==> src/rtl/uart_led_pkg.sv <==
// Shared constants and types for the UART LED command interpreter.
package uart_led_pkg;

    localparam int unsigned DBITS_DEF   = 8;
    localparam int unsigned TIMEOUT_DEF = 5_000_000;
    localparam int unsigned TO_BITS_DEF = 23;

    localparam logic [7:0] ASCII_L  = 8'h4C;
    localparam logic [7:0] ASCII_T  = 8'h54;
    localparam logic [7:0] ASCII_R  = 8'h52;
    localparam logic [7:0] ASCII_K  = 8'h4B;
    localparam logic [7:0] ASCII_Q  = 8'h3F;
    localparam logic [7:0] ASCII_CR = 8'h0D;
    localparam logic [7:0] ASCII_LF = 8'h0A;

    // Command decode happens inside IDLE on the popped byte, so no separate CMD cycle exists.
    typedef enum logic [2:0] {
        ST_IDLE,
        ST_HI,
        ST_LO,
        ST_EXEC,
        ST_RESP
    } state_t;

    typedef enum logic [1:0] {
        OP_LOAD,
        OP_TOGGLE,
        OP_READ
    } op_t;

endpackage

==> src/rtl/uart_led_if.sv <==
// FIFO-side handshake between the UART core (slave) and the command interpreter (master).
interface uart_led_if #(
    parameter int unsigned DBITS = uart_led_pkg::DBITS_DEF
);
    logic             rx_empty;
    logic [DBITS-1:0] read_data;
    logic             read_uart;
    logic             tx_full;
    logic             write_uart;
    logic [DBITS-1:0] write_data;

    modport master (
        input  rx_empty, read_data, tx_full,
        output read_uart, write_uart, write_data
    );

    modport slave (
        output rx_empty, read_data, tx_full,
        input  read_uart, write_uart, write_data
    );
endinterface

==> src/rtl/uart_led_cmd_hex_codec.sv <==
// Combinational ASCII hex codec: ascii -> {valid, nibble} and nibble -> uppercase ascii.
module hex_codec (
    input  logic [7:0] ascii,
    output logic       valid_c,
    output logic [3:0] nibble_c,
    input  logic [3:0] nibble,
    output logic [7:0] ascii_c
);
    always_comb begin
        valid_c  = 1'b1;
        nibble_c = 4'h0;
        if (ascii >= 8'h30 && ascii <= 8'h39) begin
            nibble_c = 4'(ascii - 8'h30);
        end else if (ascii >= 8'h41 && ascii <= 8'h46) begin
            nibble_c = 4'(ascii - 8'h37);
        end else if (ascii >= 8'h61 && ascii <= 8'h66) begin
            nibble_c = 4'(ascii - 8'h57);
        end else begin
            valid_c = 1'b0;
        end
        ascii_c = (nibble < 4'd10) ? (8'h30 + 8'(nibble)) : (8'h37 + 8'(nibble));
    end
endmodule

==> src/rtl/uart_led_cmd.sv <==
// Command interpreter: pops ASCII commands from the UART RX FIFO, drives the LED register,
// and pushes ASCII replies into the UART TX FIFO.
module uart_led_cmd
    import uart_led_pkg::*;
#(
    parameter int unsigned DBITS   = DBITS_DEF,
    parameter int unsigned TIMEOUT = TIMEOUT_DEF,
    parameter int unsigned TO_BITS = TO_BITS_DEF
) (
    input  logic        clk_50Mhz,
    input  logic        rst,
    uart_led_if.master  bus,
    output logic [7:0]  led,
    output logic        busy,
    output logic [7:0]  err_count
);
    localparam logic [TO_BITS-1:0] TO_LAST = TO_BITS'(TIMEOUT - 1);

    state_t            state_q, state_d;
    op_t               op_q, op_d;
    logic [3:0]        hi_q, hi_d, lo_q, lo_d;
    logic [7:0]        led_q, led_d;
    logic [7:0]        err_q, err_d;
    logic [2:0][7:0]   buf_q, buf_d;
    logic [1:0]        idx_q, idx_d;
    logic [TO_BITS-1:0] to_q, to_d;
    logic              busy_q;
    logic              err_inc, rd_c, wr_c;

    logic [7:0] rx_byte;
    logic       dec_valid;
    logic [3:0] dec_nib;
    logic [3:0] enc_nib;
    logic [7:0] enc_ascii;
    logic [7:0] unused_dec_ascii;
    logic       unused_enc_valid;
    logic [3:0] unused_enc_nib;

    assign rx_byte = 8'(bus.read_data);

    hex_codec u_dec (
        .ascii    (rx_byte),
        .valid_c  (dec_valid),
        .nibble_c (dec_nib),
        .nibble   (4'h0),
        .ascii_c  (unused_dec_ascii)
    );

    hex_codec u_enc (
        .ascii    (8'h00),
        .valid_c  (unused_enc_valid),
        .nibble_c (unused_enc_nib),
        .nibble   (enc_nib),
        .ascii_c  (enc_ascii)
    );

    // Next-state, datapath updates and FIFO strobes.
    always_comb begin
        state_d = state_q;
        op_d    = op_q;
        hi_d    = hi_q;
        lo_d    = lo_q;
        led_d   = led_q;
        buf_d   = buf_q;
        idx_d   = idx_q;
        to_d    = '0;
        err_inc = 1'b0;
        rd_c    = 1'b0;
        wr_c    = 1'b0;
        // Single encoder: high nibble while loading the reply, low nibble once RESP starts.
        enc_nib = (state_q == ST_EXEC) ? led_q[7:4] : led_q[3:0];

        case (state_q)
            ST_IDLE: begin
                if (!bus.rx_empty) begin
                    rd_c = 1'b1;
                    case (rx_byte)
                        ASCII_L: begin op_d = OP_LOAD;   state_d = ST_HI;   end
                        ASCII_T: begin op_d = OP_TOGGLE; state_d = ST_HI;   end
                        ASCII_R: begin op_d = OP_READ;   state_d = ST_EXEC; end
                        ASCII_CR, ASCII_LF: ;
                        default: begin
                            err_inc  = 1'b1;
                            buf_d[0] = ASCII_Q;
                            idx_d    = 2'd0;
                            state_d  = ST_RESP;
                        end
                    endcase
                end
            end
            ST_HI, ST_LO: begin
                if (!bus.rx_empty) begin
                    rd_c = 1'b1;
                    if (!dec_valid) begin
                        err_inc  = 1'b1;
                        buf_d[0] = ASCII_Q;
                        idx_d    = 2'd0;
                        state_d  = ST_RESP;
                    end else if (state_q == ST_HI) begin
                        hi_d    = dec_nib;
                        state_d = ST_LO;
                    end else begin
                        lo_d    = dec_nib;
                        state_d = ST_EXEC;
                    end
                end else if (to_q == TO_LAST) begin
                    err_inc = 1'b1;
                    state_d = ST_IDLE;
                end else begin
                    to_d = to_q + TO_BITS'(1);
                end
            end
            ST_EXEC: begin
                state_d = ST_RESP;
                case (op_q)
                    OP_LOAD:   begin led_d = {hi_q, lo_q};         buf_d[0] = ASCII_K; idx_d = 2'd0; end
                    OP_TOGGLE: begin led_d = led_q ^ {hi_q, lo_q}; buf_d[0] = ASCII_K; idx_d = 2'd0; end
                    default: begin
                        buf_d[2] = enc_ascii;
                        buf_d[0] = ASCII_LF;
                        idx_d    = 2'd2;
                    end
                endcase
            end
            ST_RESP: begin
                if (idx_q == 2'd2) begin
                    buf_d[1] = enc_ascii;
                end
                if (!bus.tx_full) begin
                    wr_c = 1'b1;
                    if (idx_q == 2'd0) begin
                        state_d = ST_IDLE;
                    end else begin
                        idx_d = idx_q - 2'd1;
                    end
                end
            end
            default: state_d = ST_IDLE;
        endcase

        err_d = (err_inc && err_q != 8'hFF) ? (err_q + 8'd1) : err_q;
    end

    // State and datapath registers.
    always_ff @(posedge clk_50Mhz or negedge rst) begin
        if (!rst) begin
            state_q <= ST_IDLE;
            op_q    <= OP_LOAD;
            hi_q    <= '0;
            lo_q    <= '0;
            led_q   <= '0;
            err_q   <= '0;
            buf_q   <= '0;
            idx_q   <= '0;
            to_q    <= '0;
            busy_q  <= 1'b0;
        end else begin
            state_q <= state_d;
            op_q    <= op_d;
            hi_q    <= hi_d;
            lo_q    <= lo_d;
            led_q   <= led_d;
            err_q   <= err_d;
            buf_q   <= buf_d;
            idx_q   <= idx_d;
            to_q    <= to_d;
            busy_q  <= (state_d != ST_IDLE);
        end
    end

    // FIFO strobes are same-cycle with the FIFO flags; reset forces them low immediately.
    assign bus.read_uart  = rd_c & rst;
    assign bus.write_uart = wr_c & rst;
    assign bus.write_data = DBITS'(buf_q[idx_q]);
    assign led            = led_q;
    assign busy           = busy_q;
    assign err_count      = err_q;

endmodule

==> src/flat_wrapper.sv <==
// flat-port wrapper written by rule: the top's interface ports become plain ports
module uart_led_cmd_flat import uart_led_pkg::*;
#(
    parameter int unsigned DBITS   = DBITS_DEF,
    parameter int unsigned TIMEOUT = TIMEOUT_DEF,
    parameter int unsigned TO_BITS = TO_BITS_DEF
)
  (clk_50Mhz, rst, led, busy, err_count, bus_rx_empty, bus_read_data, bus_tx_full, bus_read_uart, bus_write_uart, bus_write_data);
  uart_led_if #(.DBITS(DBITS)) bus_i ();
  input  logic clk_50Mhz;
  input  logic rst;
  output logic [7:0] led;
  output logic busy;
  output logic [7:0] err_count;
  input wire logic [$bits(bus_i.rx_empty)-1:0] bus_rx_empty;
  input wire logic [$bits(bus_i.read_data)-1:0] bus_read_data;
  input wire logic [$bits(bus_i.tx_full)-1:0] bus_tx_full;
  output wire logic [$bits(bus_i.read_uart)-1:0] bus_read_uart;
  output wire logic [$bits(bus_i.write_uart)-1:0] bus_write_uart;
  output wire logic [$bits(bus_i.write_data)-1:0] bus_write_data;
  assign bus_i.rx_empty = bus_rx_empty;
  assign bus_i.read_data = bus_read_data;
  assign bus_i.tx_full = bus_tx_full;
  assign bus_read_uart = bus_i.read_uart;
  assign bus_write_uart = bus_i.write_uart;
  assign bus_write_data = bus_i.write_data;
  uart_led_cmd #(.DBITS(DBITS), .TIMEOUT(TIMEOUT), .TO_BITS(TO_BITS)) u_core (.clk_50Mhz(clk_50Mhz), .rst(rst), .bus(bus_i), .led(led), .busy(busy), .err_count(err_count));
endmodule
==> config.mk <==
export PLATFORM = sky130hd
export DESIGN_NAME = uart_led_cmd_flat
export DESIGN_NICKNAME = d
export VERILOG_FILES = /design/src/rtl/uart_led_pkg.sv /design/src/rtl/uart_led_if.sv /design/src/rtl/uart_led_cmd_hex_codec.sv /design/src/rtl/uart_led_cmd.sv /design/src/flat_wrapper.sv
export SDC_FILE = /design/constraint.sdc
export NUM_CORES = 1
export LEC_CHECK = 0
export BUFFER_PORTS_ARGS = -buffer_cell sky130_fd_sc_hd__buf_2
export CORE_UTILIZATION = 55
export CTS_BUF_LIST = sky130_fd_sc_hd__clkbuf_16
export DETAILED_ROUTE_END_ITERATION = 6
export PLACE_DENSITY = 0.81
export SLEW_MARGIN = 5
export SYNTH_ARGS = -nofsm -noshare
export SYNTH_HDL_FRONTEND = slang
export SYNTH_SLANG_ARGS = --single-unit
export TNS_END_PERCENT = 5
==> constraint.sdc <==
create_clock -name clk_50Mhz -period 5.15 [get_ports clk_50Mhz]
set_input_delay 0.2575 -clock clk_50Mhz [delete_from_list [all_inputs] [get_ports clk_50Mhz]]
set_output_delay 0.2575 -clock clk_50Mhz [all_outputs]
set_load 0.01 [all_outputs]
== Yosys cells after proc, flatten, opt, wreduce, memory -nomap -nowiden ==
Index checks and enable logic that the tools add are counted.
Cells by class
  add/subtract/negate cells: 8
  multipliers: 0
  divide/modulo/power cells: 0
  order comparisons: 8
  equality and inequality tests: 19
  shift operators: 0
  muxes and demuxes: 48
  bitwise gates (word level): 6
  reductions and logical operators: 26
Operators with widths (count)
  2-to-1 mux 23 bit: 3
  2-to-1 mux 8 bit: 5
  equality test 8 x 7 -> 1 bit, second input constant: 3
  case mux 8 bit (3 select lines): 1
  adder 23 x 1 -> 23 bit, second input constant: 1
  equality test 23 bit, second input constant: 1
  2-to-1 mux 3 bit: 6
  binary-select mux 8 bit (select 2 bit): 1
  equality test 8 x 4 -> 1 bit, second input constant: 2
  greater-or-equal comparator 8 x 7 -> 1 bit, second input constant: 2
  <= comparator 8 x 7 -> 1 bit, second input constant: 2
  2-to-1 mux 4 bit: 4
  case mux 8 bit (2 select lines): 1
  adder 6 x 4 -> 7 bit, first input constant: 2
  2-to-1 mux 2 bit: 7
  2-to-1 mux 7 bit: 2
  2-to-1 mux 1 bit: 13
  inequality test 2 bit, second input constant: 6
  case mux 3 bit (4 select lines): 1
  case mux 3 bit (3 select lines): 1
  nonzero test 3 bit: 3
  adder 8 x 1 -> 8 bit, second input constant: 1
  greater-or-equal comparator 8 x 6 -> 1 bit, second input constant: 1
  <= comparator 8 x 6 -> 1 bit, second input constant: 1
  30 further kinds: 45
Word-level totals
  flip-flop bits (word level): 79
  latch bits: 0
  RAM bits: 0
  bits in read-only memories: 0
  memories kept: 0

== Depth between registers and ports, before layout ==
  word-level depth: 9
  mapped depth: 9

== Cells and area by module ==
Synthesis repeated with hierarchy kept, for this count alone.
Second synthesis, totals
  cell total of the unflattened synthesis: 429
  area, all modules: 4232.8 sq um
By module, submodules not included
  uart_led_cmd: times used 1, cells an instance 355, area an instance 3704.8 sq um, sequential area each 1876.8 sq um
  hex_codec: times used 2, cells an instance 37, area an instance 264.0 sq um, sequential area each 0.0 sq um

== Worst setup path after synthesis ==
Ideal clock, no wire load.
  path kind: input port to flip-flop
  start point: in bus_read_data[0]
  end point: reg u_core.busy_q, in the netlist u_core.busy
  setup time: 0.131 ns
  arrival: 2.032 ns
  path slack: 2.987 ns
  stages: 8
  buffers on the path: 0
  cells stage by stage: inv_1 -> ha_1 -> nor3b_1 -> or4b_4 -> nand2_1 -> o31ai_1 -> or3_4 -> or3_1
On the way
  cells in the longest elaborated chain, start to end: 9
  elaborated cells between the ends (all ways): 25
  those cells by class: 6 x order compare; 5 x eq/ne; 8 x mux; 6 x reduce/logical
RTL lines
  start: declaration: RTL line flat_wrapper.sv:16  | input wire logic [$bits(bus_i.read_data)-1:0] bus_read_data;
  greater-or-equal comparator 8 x 7 -> 1 bit or <= comparator 8 x 7 -> 1 bit (tied branches): RTL line uart_led_cmd_hex_codec.sv:16  | end else if (ascii >= 8'h61 && ascii <= 8'h66) begin
  logical AND 1 bit: RTL line uart_led_cmd_hex_codec.sv:16
  2-to-1 mux 1 bit: RTL line uart_led_cmd_hex_codec.sv:16
  2-to-1 mux 1 bit: RTL line uart_led_cmd_hex_codec.sv:14  | end else if (ascii >= 8'h41 && ascii <= 8'h46) begin
  2-to-1 mux 1 bit: RTL line uart_led_cmd_hex_codec.sv:12  | if (ascii >= 8'h30 && ascii <= 8'h39) begin
  2-to-1 mux 3 bit: RTL line uart_led_cmd.sv:94  | if (!dec_valid) begin
  2-to-1 mux 3 bit: RTL line uart_led_cmd.sv:92  | if (!bus.rx_empty) begin
  case mux 3 bit (4 select lines) *: RTL line uart_led_cmd.sv:73  | case (state_q)
  named net u_core.state_d[2]: RTL line uart_led_cmd.sv:19  | state_t state_q, state_d;
  nonzero test 3 bit *: RTL line uart_led_cmd.sv:167  | busy_q <= (state_d != ST_IDLE);
  end signal: assignment: RTL line uart_led_cmd.sv:167
  end: declaration: RTL line uart_led_cmd.sv:27  | logic busy_q;
The timed path passes the listed nets; every way through them passes the cells marked *.
A chain may end at the register's enable or synchronous reset.

== Worst setup path after layout ==
  start point: reg u_core.state_q[0]
  end point: reg u_core.buf_q[12] in the netlist's numbering
On the way
  cells in the longest elaborated chain, start to end: 4
  elaborated cells between the ends (all ways): 8
  those cells by class: 2 x add/sub; 1 x order compare; 2 x eq/ne; 2 x mux; 1 x reduce/logical
RTL lines
  start: declaration: RTL line uart_led_cmd.sv:19
  start signal: assignment: RTL line uart_led_cmd.sv:158  | state_q <= state_d;
  equality test 3 x 2 -> 1 bit: RTL line uart_led_cmd.sv:71  | enc_nib = (state_q == ST_EXEC) ? led_q[7:4] : led_q[3:0];
  2-to-1 mux 4 bit: RTL line uart_led_cmd.sv:71
  adder 6 x 4 -> 7 bit or less-than comparator 4 bit (tied branches): RTL line uart_led_cmd_hex_codec.sv:21  | ascii_c = (nibble < 4'd10) ? (8'h30 + 8'(nibble)) : (8'h37 + 8'(nibble));
  2-to-1 mux 7 bit: RTL line uart_led_cmd_hex_codec.sv:21
  end signal: assignment: RTL line uart_led_cmd.sv:164  | buf_q <= buf_d;
  end: declaration: RTL line uart_led_cmd.sv:24  | logic [2:0][7:0] buf_q, buf_d;
Several ways; a longest one is shown, not always the timed one.

==> out/metrics.cfg <==
[logic_synthesis]
synth_edf_count = 0
synth.most_common_cell = dfrtp_1
yosysUniqueCellTypes = 58
synth_top_area_share_pct = 47.0
syn_area_mm2 = 0.00388
synth-seq-area-share_pct = 47.0
postSynth.asyncResetShare_pct = 100
yosys_warnings = 0
syn_inst = 401
syn-num-nets = 422
avgSynthCellArea_um2 = 9.69
yosysTopAreaCell = dfrtp_1
ys_top_cells_by_count = 73 x dfrtp_1, 47 x nand2_1, 39 x nor2_1
ys_top_cells_by_area = dfrtp_1 47%, o21ai_0 4.8%, nand2_1 4.5%
ys.flop_type = dfrtp_1
synth_seq_cells = 73

[place]
portBuffers = 37
hpwl_um = 5700
post-place-ws_ns = 2.60
gp_congestion = 0.824

[status]
status = completed

[cells_and_area]
syn2layout_area_growth_pct = 13.8
insertedDiodeCount = 0
drive_gt1_share_pct = 15.8
layout.nets = 459

[floorplan]
die_w_um = 86.0
core_mm2 = 0.00679
initial_core_util_pct = 57.2
ios = 39
row_count = 30
dieArea_mm2 = 0.00740
die_h_um = 86.0

[sta]
period_share_pct = 50.6
clock_skew_ns = 0.00303
final-setup-viol-count = 0
tightest_slew_ns = 1.22
final_max_slew_viol_count = 0
setup_ws_ns = 2.55
final.setup.tns_ns = 0
fin_crit_ns = 2.60
grt_setup_unrepaired = false
relSlewSlack_pct = 18.3
hold_viol_final = 0
fmax_mhz = 384

[setup_path]
worst-path-max-fanout = 11
critPathKind = register to register
cp.required_ns = 5.37
endpoint_kind = register
cp.arrival_ns = 2.82
start_kind = register

[cts]
htreeDepth = 3
root_buffer = clkbuf_16
ctsResizeCount = 0
clkSinkCount = 73
clk_latency_ns = 0.33
cts_tree = yes
cts_buffers = 9
clock_path_buffers = 2
clk_pin_slew_ns = 0.06
postCtsSetupRepairBufs = 0

[routing]
first_iter_violations = 102
ant_nets = 0
firstDrtPassIters = 4
wl_um = 8190
drc = 0
wl_per_cell_um = 15.2
routed_via_density = 5.64
vias = 3037

[pwr]
powerDensity_mw_per_mm2 = 387
p_leak_nw = 1.90
irDropWorstVdd_v = 0.000219

[global_route]
grt_pass1_vias = 2936
grt-ovfl-total = 0
grt_max_degree = 61
antenna_found_initial = 0
track_usage_pct = 23.8
grt_pass1_wl_um = 13700

[worst_hold_path]
hold_path_class = input pin to register

[job]
max_cap_violations = 0

[placed cells by master (no fill, tap or decap), types with 7 or more instances in the layout]
cell type	n
nor2_1	39
dfrtp_1	73
ha_1	9
o21ai_0	37
a21oi_1	24
nand3_1	14
a311oi_1	7
clkbuf_16	9
nor3_1	11
buf_2	37
xor2_1	18
mux2_2	7
mux2i_1	7
inv_1	11
xnor2_1	10
and3_1	7
nand2_1	47
[per-stage QoR]
| stage | std cells | hold slack, ns | utilization (%) | total power, mW | area [um^2] |
|---|---|---|---|---|---|
| floorplan | 401 | -0.0381 | - | 0.929 | 3880 |
| global placement | 522 | 0.182 | 60.3 | 1.05 | 4100 |
| detailed placement | 522 | 0.186 | 60.3 | 1.07 | 4100 |
| CTS | 538 | 0.291 | 65.0 | 1.72 | 4420 |
| global route | 538 | 0.355 | 65.0 | 1.79 | 4420 |
| finish | 538 | 0.301 | 65.0 | 1.71 | 4420 |
[report_power, final]
group	leakage [nW]	switching, mW	internal (mW)
combinational	0.780	0.199	0.150
clock	0.147	0.234	0.419
sequential	0.974	0.0820	0.628
[registers in the layout (all words and copies together), names as in the netlist]
name	cells
u_core.op_q	2
u_core.led	8
u_core.state_q	3
u_core.err_count	8
u_core.buf_q	18
u_core.busy	1
u_core.to_q	23
u_core.lo_q	4
u_core.idx_q	2
u_core.hi_q	4
[critical path, stage by stage (launching register included)]
cell and delay [ns]:
dfrtp_1 0.46, nand2_1 0.16, nor2_1 0.68, mux2i_1 0.28, ha_1 0.30, a21boi_0 0.33
nand2_1 0.14, o21a_1 0.13
[repair_timing]
action / 4_1_cts / 5_1_grt
endpoints found under the hold margin: 13 / 0
hold buffers: 1 / 0
endpoints found under the setup margin: 0 / 0
[per-layer routing]
layer / up-vias / share of wire [%] / track usage [%]
li1: 1488 / - / -
met1: 1459 / 45 / 30.3
met2: 73 / 49 / 39.3
met3: 17 / 3.9 / 3.95
met4: 0 / 2.6 / 12.0
met5: - / 0 / 0
[kinds of logic after synthesis]
logic type | after synthesis | synth area share (%)
adders and majority gates | 9 | 2.90
buffers and inverters | 24 | 3.57
DFF | 73 | 47.0
other | 1 | 0.0965
and+or+nand+nor | 162 | 21.5
xor gates and xnor gates | 28 | 6.31
AOI/OAI and AO/OA | 90 | 14.8
muxes | 14 | 3.83
[worst paths after layout]
kind / start / to / slack [ns] / cells after the start
max in group asynchronous: rst / u_core.to_q[9]$_DFF_PN0_ / 3.72 / 3
min: bus_read_data[5] / u_core.op_q[1]$_DFFE_PN0P_ / 0.30 / 4
max: u_core.state_q[0]$_DFF_PN0_ / u_core.buf_q[12]$_DFFE_PN0P_ / 2.55 / 7
min reg2reg: u_core.buf_q[3]$_DFFE_PN0P_ / u_core.buf_q[3]$_DFFE_PN0P_ / 0.47 / 1
min in group asynchronous: rst / u_core.idx_q[1]$_DFFE_PN0P_ / 0.37 / 2
max reg2reg: u_core.state_q[0]$_DFF_PN0_ / u_core.buf_q[12]$_DFFE_PN0P_ / 2.55 / 7
[final cells by class]
cell class / instances / area (um^2)
clock buffers: 9 / 225
clock inverters: 6 / 83.8
fillers: 552 / 2370
inverters: 11 / 41.3
multi-input cells: 304 / 1920
flip-flops and latches: 73 / 1830
well taps: 96 / 120
repair buffers: 39 / 203
Power figures use the tool's default switching activity.
